## src/rtl/pwm_multi_channel.sv

```systemverilog
// Multi-channel PWM with prescaler and double-buffered duty registers.
// Byte-wide register write port; all outputs registered.
module pwm_multi_channel #(
  parameter int NUM_CH = 16,
  parameter int CNT_W  = 8,
  parameter int ADDR_W = 6
) (
  input  logic              clk,
  input  logic              rst,
  input  logic              wr_en,
  input  logic [ADDR_W-1:0] wr_addr,
  input  logic [7:0]        wr_data,
  output logic [NUM_CH-1:0] out,
  output logic              period_start
);

  localparam int NB  = NUM_CH / 8;
  localparam int MAX = (1 << CNT_W) - 1;

  localparam logic [ADDR_W-1:0] A_DIV = ADDR_W'(2 * NB + NUM_CH);
  localparam logic [CNT_W-1:0]  C_END = CNT_W'(MAX - 1);

  logic [NUM_CH-1:0] en_out;
  logic [NUM_CH-1:0] en_pwm;
  logic [NUM_CH-1:0] out_nxt;
  logic [7:0]        div;
  logic [7:0]        pre_cnt;
  logic [CNT_W-1:0]  cnt;
  logic              tick;
  logic              wrap;
  logic              div_we;

  assign tick   = (pre_cnt == div);
  assign wrap   = tick && (cnt == C_END);
  assign div_we = wr_en && (wr_addr == A_DIV);

  always_ff @(posedge clk) begin
    if (rst) begin
      en_out <= '0;
      en_pwm <= '0;
    end else begin
      for (int k = 0; k < NB; k++) begin
        if (wr_en && wr_addr == ADDR_W'(k))
          en_out[8*k +: 8] <= wr_data;
        if (wr_en && wr_addr == ADDR_W'(NB + k))
          en_pwm[8*k +: 8] <= wr_data;
      end
    end
  end

  // A div write restarts the prescale phase so the new rate is clean.
  always_ff @(posedge clk) begin
    if (rst) begin
      div     <= '0;
      pre_cnt <= '0;
    end else begin
      if (div_we)
        div <= wr_data;
      if (div_we || tick)
        pre_cnt <= '0;
      else
        pre_cnt <= pre_cnt + 8'd1;
    end
  end

  always_ff @(posedge clk) begin
    if (rst) begin
      cnt          <= '0;
      period_start <= 1'b0;
    end else begin
      period_start <= wrap;
      if (tick)
        cnt <= wrap ? '0 : cnt + CNT_W'(1);
    end
  end

  for (genvar i = 0; i < NUM_CH; i++) begin : g_ch
    logic [CNT_W-1:0] shd;
    logic [CNT_W-1:0] act;
    logic             dw;

    assign dw = wr_en && (wr_addr == ADDR_W'(2 * NB + i));

    // Forward a same-cycle write so it is not lost at the wrap.
    always_ff @(posedge clk) begin
      if (rst) begin
        shd <= '0;
        act <= '0;
      end else begin
        if (dw)
          shd <= wr_data[CNT_W-1:0];
        if (wrap)
          act <= dw ? wr_data[CNT_W-1:0] : shd;
      end
    end

    assign out_nxt[i] = en_out[i] & (~en_pwm[i] | (cnt < act));
  end

  always_ff @(posedge clk) begin
    if (rst)
      out <= '0;
    else
      out <= out_nxt;
  end

endmodule
```

## config.mk

```make
export PLATFORM = sky130hd
export DESIGN_NAME = pwm_multi_channel
export DESIGN_NICKNAME = d
export VERILOG_FILES = /design/src/rtl/pwm_multi_channel.sv
export SDC_FILE = /design/constraint.sdc
export NUM_CORES = 1
export LEC_CHECK = 0
export CAP_MARGIN = 20
export CORE_MARGIN = 5
export CORE_UTILIZATION = 47
export DETAILED_ROUTE_END_ITERATION = 8
export GPL_TIMING_DRIVEN = 0
export MAX_ROUTING_LAYER = met4
export PLACE_DENSITY = 0.63
export SLEW_MARGIN = 0
export SYNTH_ARGS = -nofsm -noshare
export SYNTH_HDL_FRONTEND = slang
export SYNTH_SLANG_ARGS = --single-unit
```

## constraint.sdc

```tcl
create_clock -name clk -period 3.15 [get_ports clk]
set_clock_uncertainty 0.2 [all_clocks]
set_input_delay 0.4725 -clock clk [delete_from_list [all_inputs] [get_ports clk]]
set_output_delay 0.4725 -clock clk [all_outputs]
set_load 0.05 [all_outputs]
```

Yosys cells after proc, flatten, opt, wreduce, memory -nomap -nowiden:

Index checks and enable logic that the tools add are counted.

* register bits after elaboration: 329
* output and inout bits: 17
* word-level logic and storage cells: 171

* $add $sub $neg: 2
* magnitude comparators: 16
* eq/ne operators: 22
* mux-type cells: 17
* bitwise logic cells: 48
* reduce and logical (&&, ||, !) cells: 25

Operators by type and width (number)
* 2-to-1 mux 8 bit: 17
* less-than comparator 8 bit: 16
* == test 6 x 4 -> 1 bit (second input constant): 8
* == test 6 x 5 -> 1 bit (second input constant): 5
* == test 6 x 3 -> 1 bit (second input constant): 4
* logical AND 1 bit: 22
* adder 8 x 1 -> 8 bit (second input constant): 2
* bitwise AND 1 bit: 16
* inverter 1 bit: 16
* bitwise OR 1 bit: 16
* == test 6 x 2 -> 1 bit (second input constant): 2
* == test 8 bit: 1
* == test 8 bit (second input constant): 1
* == test 6 x 1 -> 1 bit (second input constant): 1
* zero test 6 bit: 1
* OR reduction 2 bit: 1
* logical OR 1 bit: 1

Longest topological paths before layout:

Gate-level depths: netlist of the first run.

* depth in word-level cells: 4
* gate-level depth with buffers: 10
* depth with buffers taken out: 7

Worst setup path before layout of the first run:

No wires, ideal clock.

* path type: register to register
* start: register cnt[1]
* end: register g_ch[15].act[0]
* library setup time: 0.086 ns
* data arrival time: 2.295 ns
* slack: 0.570 ns
* cell stages (with the launch flop): 9
* period minus slack after synthesis: 2.580 ns
* cells stage by stage: dfxtp_1 > ha_1 > and3_1 > nand4_1 > nor4_4 > buf_4 > buf_2 > nor2_1 > a211oi_1

* word-level cells in the longest chain between the ends: 2

Ends and longest elaborated chain
* from (decl): line 28 `logic [CNT_W-1:0] cnt;`
* from (signal assigned): line 73 `cnt <= wrap ? '0 : cnt + CNT_W'(1);`
* == test 8 bit: line 34 `assign wrap = tick && (cnt == C_END);`
* logical AND 1 bit: line 34
* to (signal assigned): line 93 `act <= dw ? wr_data[CNT_W-1:0] : shd;`
* to (decl): line 79 `logic [CNT_W-1:0] act;`

No other way between the ends.
A chain may end at the register's enable or synchronous reset.

Worst setup path after layout of the first run:

* start: register cnt[2]
* end: register g_ch[1].act[0]

* word-level cells in the longest chain between the ends: 2

Ends and longest elaborated chain (line)
* == test 8 bit: 34
* logical AND 1 bit: 34
* to (signal assigned): 93
* to (decl): 79

No other way between the ends.

==> results.py, run 1 <==
metrics = {
    "global_routing": {
        "grtUsageMet1_pct": 29.7,
        "grtUsageMet3_pct": 3.38,
        "grt_pass1_wl_um": 60100,
        "track_usage_pct": 23.1,
        "antenna_found_initial": 2,
        "grt_max_degree": 20,
        "use_met2_pct": 36.3,
        "overflow": 0,
        "grt_pass1_vias": 11029,
        "grt.busiest_layer": "met2",
    },
    "timing": {
        "fmax_mhz": 336,
        "worst_pin_slew_ns": 1.20,
        "slew_violations": 0,
        "fin_tns_setup_ns": 0,
        "finalCriticalPeriod_ns": 2.98,
        "hold_violations": 0,
        "post-route-period-util_pct": 94.5,
        "relSlewSlack_pct": 20.1,
        "rsz0062_at_grt": "false",
        "worst_slack_ns": 0.174,
        "setup_viol": 0,
        "holdWs_ns": 0.252,
    },
    "logic_synthesis": {
        "synth_cells": 1584,
        "synth_edf_count": 0,
        "syn_avg_cell_area_sq_um": 9.08,
        "synth_nets": 1716,
        "synth_flop_cell": "dfxtp_1",
        "ys_types": 39,
        "syn_area_sq_um": 14400,
        "synthArstFlopShare_pct": 0,
        "synth_seq_cells": 329,
        "synth_warnings": 0,
        "ys_seq_area_share_pct": 45.8,
    },
    "die": {
        "top_level_ports": 34,
        "core-area_sq_um": 30400,
        "die_area_sq_um": 34200,
        "die_y_um": 185,
        "row_count": 64,
        "initial_core_util_pct": 47.3,
        "chipWidth_um": 185,
    },
    "layout": {
        "drive_above_1_share_pct": 6.35,
        "final_cell_mix": "326 x dfxtp_1, 317 x nor2_1, 144 x mux2i_1, 144 x a211oi_1, 119 x inv_1",
        "fin_area_sq_um": 16500,
        "nets": 1791,
        "syn_to_final_growth_pct": 14.8,
        "layout_commonest_cell": "dfxtp_1",
        "nFillCells": 2879,
    },
    "outcome": {
        "outcome": "complete, no violations",
    },
    "pwr": {
        "sw_frac_of_total_pct": 22.9,
        "ir_drop_mv": 0.525,
        "seqPwrFrac_pct": 47.5,
        "p_leak_nw": 6.49,
        "power_w": 0.00888,
        "power_density_nw_per_um2": 538,
        "clkPwrFrac_pct": 46.9,
        "power_frac_comb_pct": 5.6,
        "power_switching_w": 0.00203,
        "p_int_w": 0.00685,
    },
    "cts": {
        "cts_buffers": 36,
        "path_clk_slew_ns": 0.06,
        "tritoncts": "built",
        "postCtsHoldBufs": 0,
        "clk_latency_ns": 0.51,
        "clockRootBuffer": "clkbuf_16",
        "clkSinkCount": 329,
        "htree_levels": 2,
        "cts_buffer_depth": 3,
    },
    "drt": {
        "first_pass_iters": 5,
        "via_per_inst": 5.41,
        "drt_iter0_drc": 640,
        "wl_per_cell_um": 18.4,
        "post-route-drc-count": 0,
        "ant_nets": 0,
        "vias": 11263,
        "wl_um": 38400,
    },
    "placement": {
        "pre_cts_slack_ns": -0.881,
        "globalplace.congestion": 0.848,
        "post-dp-hpwl_um": 26300,
        "placed_cell_area_sq_um": 15300,
        "port_buffers": 30,
    },
    "setup_path": {
        "worstPathArrival_ns": 3.18,
        "reg2reg_from": "cnt[2]$_SDFFE_PP0P_",
        "r2r_cells": 8,
        "path_class": "reg2reg",
        "startpoint_type": "register",
        "crit_path_end_kind": "register",
        "worstSetupStartpoint": "cnt[2]$_SDFFE_PP0P_",
        "cp.required_ns": 3.36,
        "crit_path_end": "g_ch[1].act[0]$_SDFFE_PP0P_",
        "r2r-end": "g_ch[1].act[0]$_SDFFE_PP0P_",
        "cp_max_fo": 12,
        "reg2reg_slack_ns": 0.17,
    },
    "run": {
        "maxCapViolations": 0,
    },
    "min_path": {
        "hold_class": "reg2reg",
    },
}
power groups by stage:
stage	clock network, W	registers, W	logic, W
floorplan	0	0.00430	0.000281
global placement	0	0.00432	0.000448
detailed placement	0	0.00430	0.000504
CTS	0.00424	0.00421	0.000506
global route	0.00440	0.00422	0.000549
finish	0.00417	0.00422	0.000497
cells in the mapped netlist, types with 2 or more instances:
cell type | number | area share, %
a2111oi_0 | 17 | 1.0
a211oi_1 | 144 | 7.5
a21o_1 | 16 | 0.83
a21oi_1 | 40 | 1.4
a32o_1 | 2 | 0.14
and2_1 | 2 | 0.087
and3_1 | 4 | 0.17
buf_2 | 21 | 0.73
buf_4 | 2 | 0.10
clkbuf_1 | 69 | 1.8
dfxtp_1 | 329 | 46
ha_1 | 115 | 10
inv_1 | 119 | 3.1
mux2i_1 | 144 | 10
nand2_1 | 89 | 2.3
nand2b_1 | 17 | 0.74
nand3_1 | 34 | 1.2
nand4_1 | 7 | 0.30
nor2_1 | 317 | 8.3
nor2_2 | 2 | 0.087
nor2b_1 | 4 | 0.17
nor3_1 | 7 | 0.24
nor3_2 | 4 | 0.28
o21ai_0 | 48 | 1.7
o41ai_1 | 2 | 0.12
xnor2_1 | 12 | 0.73
xor2_1 | 5 | 0.30
logic make-up after synthesis:
kind of cell	Yosys count	synth area share, %
AND/OR/NAND/NOR	495	14.5
flip-flops	329	45.8
AO/OA/AOI/OAI	273	12.9
buffers and inverters	211	5.74
multiplexers	144	10.0
adder cells (fa/ha/maj)	115	10.0
XOR/XNOR	17	1.03
final cells by class:
cell class | count | area, sq um | area share (%)
diodes | 1 | 2.50 | 0.0152
clock inverters | 15 | 155 | 0.939
inverters | 119 | 447 | 2.70
clock buffers | 48 | 1010 | 6.10
repair buffers | 38 | 460 | 2.79
multi-input cells | 1044 | 6980 | 42.2
well taps | 396 | 495 | 3.00
flip-flops and latches | 329 | 6590 | 39.9
plain buffers | 91 | 383 | 2.32
per-layer routing:
metal / part of all wire, % / vias up
li1: - / 5578
met1: 46 / 5333
met2: 44 / 254
met3: 4.4 / 98
met4: 4.9 / 0
met5: 0 / -
critical path, stage by stage (launching register included):
cell and delay [ns]:
dfxtp_1 0.86, buf_16 0.23, nand4_1 0.17, nor4_4 0.37, buf_4 0.22, buf_4 0.24
buf_2 0.26, nor2_1 0.07, a211oi_1 0.24
how the worst min path moves through the flow:
stage | startpoint | endpoint | slack (ns) | cells past startpoint
2_1_floorplan | en_pwm[10]$_SDFFE_PP0P_ | out[10]$_SDFF_PP0_ | 0.22 | 1
3_3_place_gp | en_out[9]$_SDFFE_PP0P_ | en_out[9]$_SDFFE_PP0P_ | 0.24 | 2
3_5_place_dp | en_pwm[4]$_SDFFE_PP0P_ | en_pwm[4]$_SDFFE_PP0P_ | 0.24 | 2
4_1_cts | en_pwm[4]$_SDFFE_PP0P_ | en_pwm[4]$_SDFFE_PP0P_ | 0.25 | 2
5_1_grt | en_pwm[2]$_SDFFE_PP0P_ | en_pwm[2]$_SDFFE_PP0P_ | 0.28 | 2
6_report | en_pwm[4]$_SDFFE_PP0P_ | en_pwm[4]$_SDFFE_PP0P_ | 0.25 | 2
per-stage QoR:
| stage | util [%] | instances |
|---|---|---|
| floorplan | - | 1584 |
| global placement | 49.9 | 2010 |
| detailed placement | 50.3 | 2015 |
| CTS | 54.3 | 2081 |
| global route | 54.3 | 2081 |
| finish | 54.3 | 2081 |
flip-flops by register name, summed over array words and instances (netlist names):
signal        flops
cnt               8
div               8
en_out           16
en_pwm           16
g_ch.act        128
g_ch.shd        128
out              16
period_start      1
pre_cnt           8
timing repair:
item	in CTS	in global routing
pin swaps	1	0
resized for setup	3	11
setup buffers	3	0
endpoints found under the setup margin	133	128
hold endpoints to repair	0	0
Note: power is estimated with default switching activity, not from simulation.
==> run 2, diff against run 1 <==
--- a/config.mk
+++ b/config.mk
@@ -9,9 +9,10 @@
 export CORE_MARGIN = 5
 export CORE_UTILIZATION = 47
 export DETAILED_ROUTE_END_ITERATION = 8
+export DONT_BUFFER_PORTS = 1
 export GPL_TIMING_DRIVEN = 0
 export MAX_ROUTING_LAYER = met4
-export PLACE_DENSITY = 0.63
+export PLACE_DENSITY = 0.62
 export SLEW_MARGIN = 0
 export SYNTH_ARGS = -nofsm -noshare
 export SYNTH_HDL_FRONTEND = slang
==> results.py, run 2 (same netlist as run 1, synthesis figures left out) <==
metrics = {
    "cts": {
        "clockRootBuffer": "clkbuf_16",
        "clk_latency_ns": 0.52,
        "htree_levels": 2,
        "path_clk_slew_ns": 0.06,
        "cts_buffer_depth": 3,
        "clkSinkCount": 329,
        "cts_buffers": 37,
        "tritoncts": "built",
    },
    "timing": {
        "rsz0062_at_grt": "false",
        "hold_violations": 0,
        "fin_tns_setup_ns": 0,
        "setup_viol": 0,
        "post-route-period-util_pct": 93.2,
        "holdWs_ns": 0.0618,
        "relSlewSlack_pct": 20.3,
        "worst_pin_slew_ns": 1.20,
        "finalCriticalPeriod_ns": 2.94,
        "fmax_mhz": 341,
        "slew_violations": 0,
    },
    "die": {
        "die_area_sq_um": 34200,
        "top_level_ports": 34,
        "core-area_sq_um": 30400,
        "die_y_um": 185,
        "row_count": 64,
        "chipWidth_um": 185,
        "initial_core_util_pct": 47.3,
    },
    "drt": {
        "via_per_inst": 5.42,
        "ant_nets": 0,
        "first_pass_iters": 5,
        "drt_iter0_drc": 680,
        "vias": 11141,
        "wl_um": 38600,
        "post-route-drc-count": 0,
        "wl_per_cell_um": 18.8,
    },
    "layout": {
        "final_cell_mix": "323 x dfxtp_1, 317 x nor2_1, 144 x mux2i_1, 144 x a211oi_1, 119 x inv_1",
        "nets": 1767,
        "nFillCells": 2862,
        "syn_to_final_growth_pct": 13.2,
        "reg_top3": "g_ch.act: 128 flops, g_ch.shd: 128 flops",
        "multi_input_area_sq_um": 6980,
        "drive_above_1_share_pct": 6.09,
        "regArea_sq_um": 6600,
        "layout_commonest_cell": "dfxtp_1",
    },
    "setup_path": {
        "worstSetupStartpoint": "cnt[7]$_SDFFE_PP0P_",
        "startpoint_type": "register",
        "cp_max_fo": 19,
        "worstPathArrival_ns": 3.15,
        "cp.required_ns": 3.36,
        "reg2reg_slack_ns": 0.21,
        "crit_path_end_kind": "register",
        "path_class": "reg2reg",
        "reg2reg_from": "cnt[7]$_SDFFE_PP0P_",
    },
    "placement": {
        "post-dp-hpwl_um": 26100,
        "port_buffers": 0,
        "globalplace.congestion": 0.855,
    },
    "pwr": {
        "p_leak_nw": 6.39,
        "power_density_nw_per_um2": 553,
        "ir_drop_mv": 0.505,
    },
    "outcome": {
        "outcome": "complete, no violations",
    },
    "min_path": {
        "hp-start": "wr_addr[2]",
        "hold_class": "in2reg",
    },
    "global_routing": {
        "antenna_found_initial": 2,
        "track_usage_pct": 23.6,
        "overflow": 0,
        "grt_pass1_wl_um": 61300,
        "grt_max_degree": 21,
        "grt_pass1_vias": 10903,
    },
    "run": {
        "maxCapViolations": 0,
    },
}
-- run 2: cell count changes in the layout (fill, tap and decap cells not counted), sizes merged --
cell / previous run / this run
buf: 31 / 28
bufinv: 3 / 4
clkbuf: 116 / 117
clkdlybuf4s50: 30 / 0
clkinv: 10 / 9
clkinvlp: 2 / 1
dlygate4sd3: 0 / 8
-- run 2: worst paths after layout --
kind / endpoint / cells after the start
worst max-delay path: g_ch[3].act[1]$_SDFFE_PP0P_ / 8
worst min-delay path: en_pwm[1]$_SDFFE_PP0P_ / 3
worst max register to register: g_ch[3].act[1]$_SDFFE_PP0P_ / 8
worst min register to register: en_out[13]$_SDFFE_PP0P_ / 2
-- run 2: per-stage QoR --
step / cell area (sq um) / util (%) / worst slack, ns / instances / power [W]
2_1_floorplan: 14400 / - / 0.570 / 1584 / 0.00458
3_3_place_gp: 14900 / 48.9 / -1.32 / 1980 / 0.00475
3_5_place_dp: 15000 / 49.2 / -0.951 / 1984 / 0.00478
4_1_cts: 16300 / 53.5 / 0.00299 / 2056 / 0.00909
5_1_grt: 16300 / 53.5 / 0.0283 / 2056 / 0.00933
6_report: 16300 / 53.5 / 0.214 / 2056 / 0.00901
-- run 2: repair_timing --
action	4_1_cts	5_1_grt
endpoints found under the hold margin	8	0
setup endpoints to repair	133	112
buffers inserted	1	0
hold buffers	8	0
resized for setup	5	3
pin swaps	1	0
-- run 2: layout make-up --
cell class,count,share of cell area [%]
Antenna cell,1,0.0154
Clock buffer,49,6.28
Inverter,119,2.74
Tap cell,396,3.04
Timing Repair Buffer,13,1.14
Sequential cell,329,40.5
Buffer,91,2.31
Multi-Input combinational cell,1044,42.8
Clock inverter,14,1.15
-- run 2: routing by layer --
layer / track usage (%) / routed length, um / vias up
met5: - / 0 / -
li1: - / - / 5529
met4: 7.69 / 1220 / 0
met2: 38.5 / 17900 / 222
met1: 30.1 / 17500 / 5312
met3: 3.85 / 1930 / 78
-- run 2: critical path, stage by stage (launching register included) --
cell and delay, ns:
dfxtp_2 0.72, and3_1 0.28, nand4_1 0.18, nor4_4 0.37, buf_4 0.27, buf_4 0.25, buf_2 0.26, nor2_1 0.06
a211oi_1 0.22
-- run 2: power breakdown --
group | switching [W] | internal (W) | total (W)
clock network | 0.00170 | 0.00261 | 0.00431
logic | 0.000302 | 0.000173 | 0.000475
registers | 0.0000424 | 0.00418 | 0.00422
total | 0.00205 | 0.00696 | 0.00901
==> run 3, diff against run 2 <==
--- a/config.mk
+++ b/config.mk
@@ -9,10 +9,9 @@
 export CORE_MARGIN = 5
 export CORE_UTILIZATION = 47
 export DETAILED_ROUTE_END_ITERATION = 8
-export DONT_BUFFER_PORTS = 1
 export GPL_TIMING_DRIVEN = 0
 export MAX_ROUTING_LAYER = met4
-export PLACE_DENSITY = 0.62
+export PLACE_DENSITY = 0.63
 export SLEW_MARGIN = 0
 export SYNTH_ARGS = -nofsm -noshare
 export SYNTH_HDL_FRONTEND = slang
==> results of run 3 <==
Final layout, timing and power as in run 1 (identical DEF).
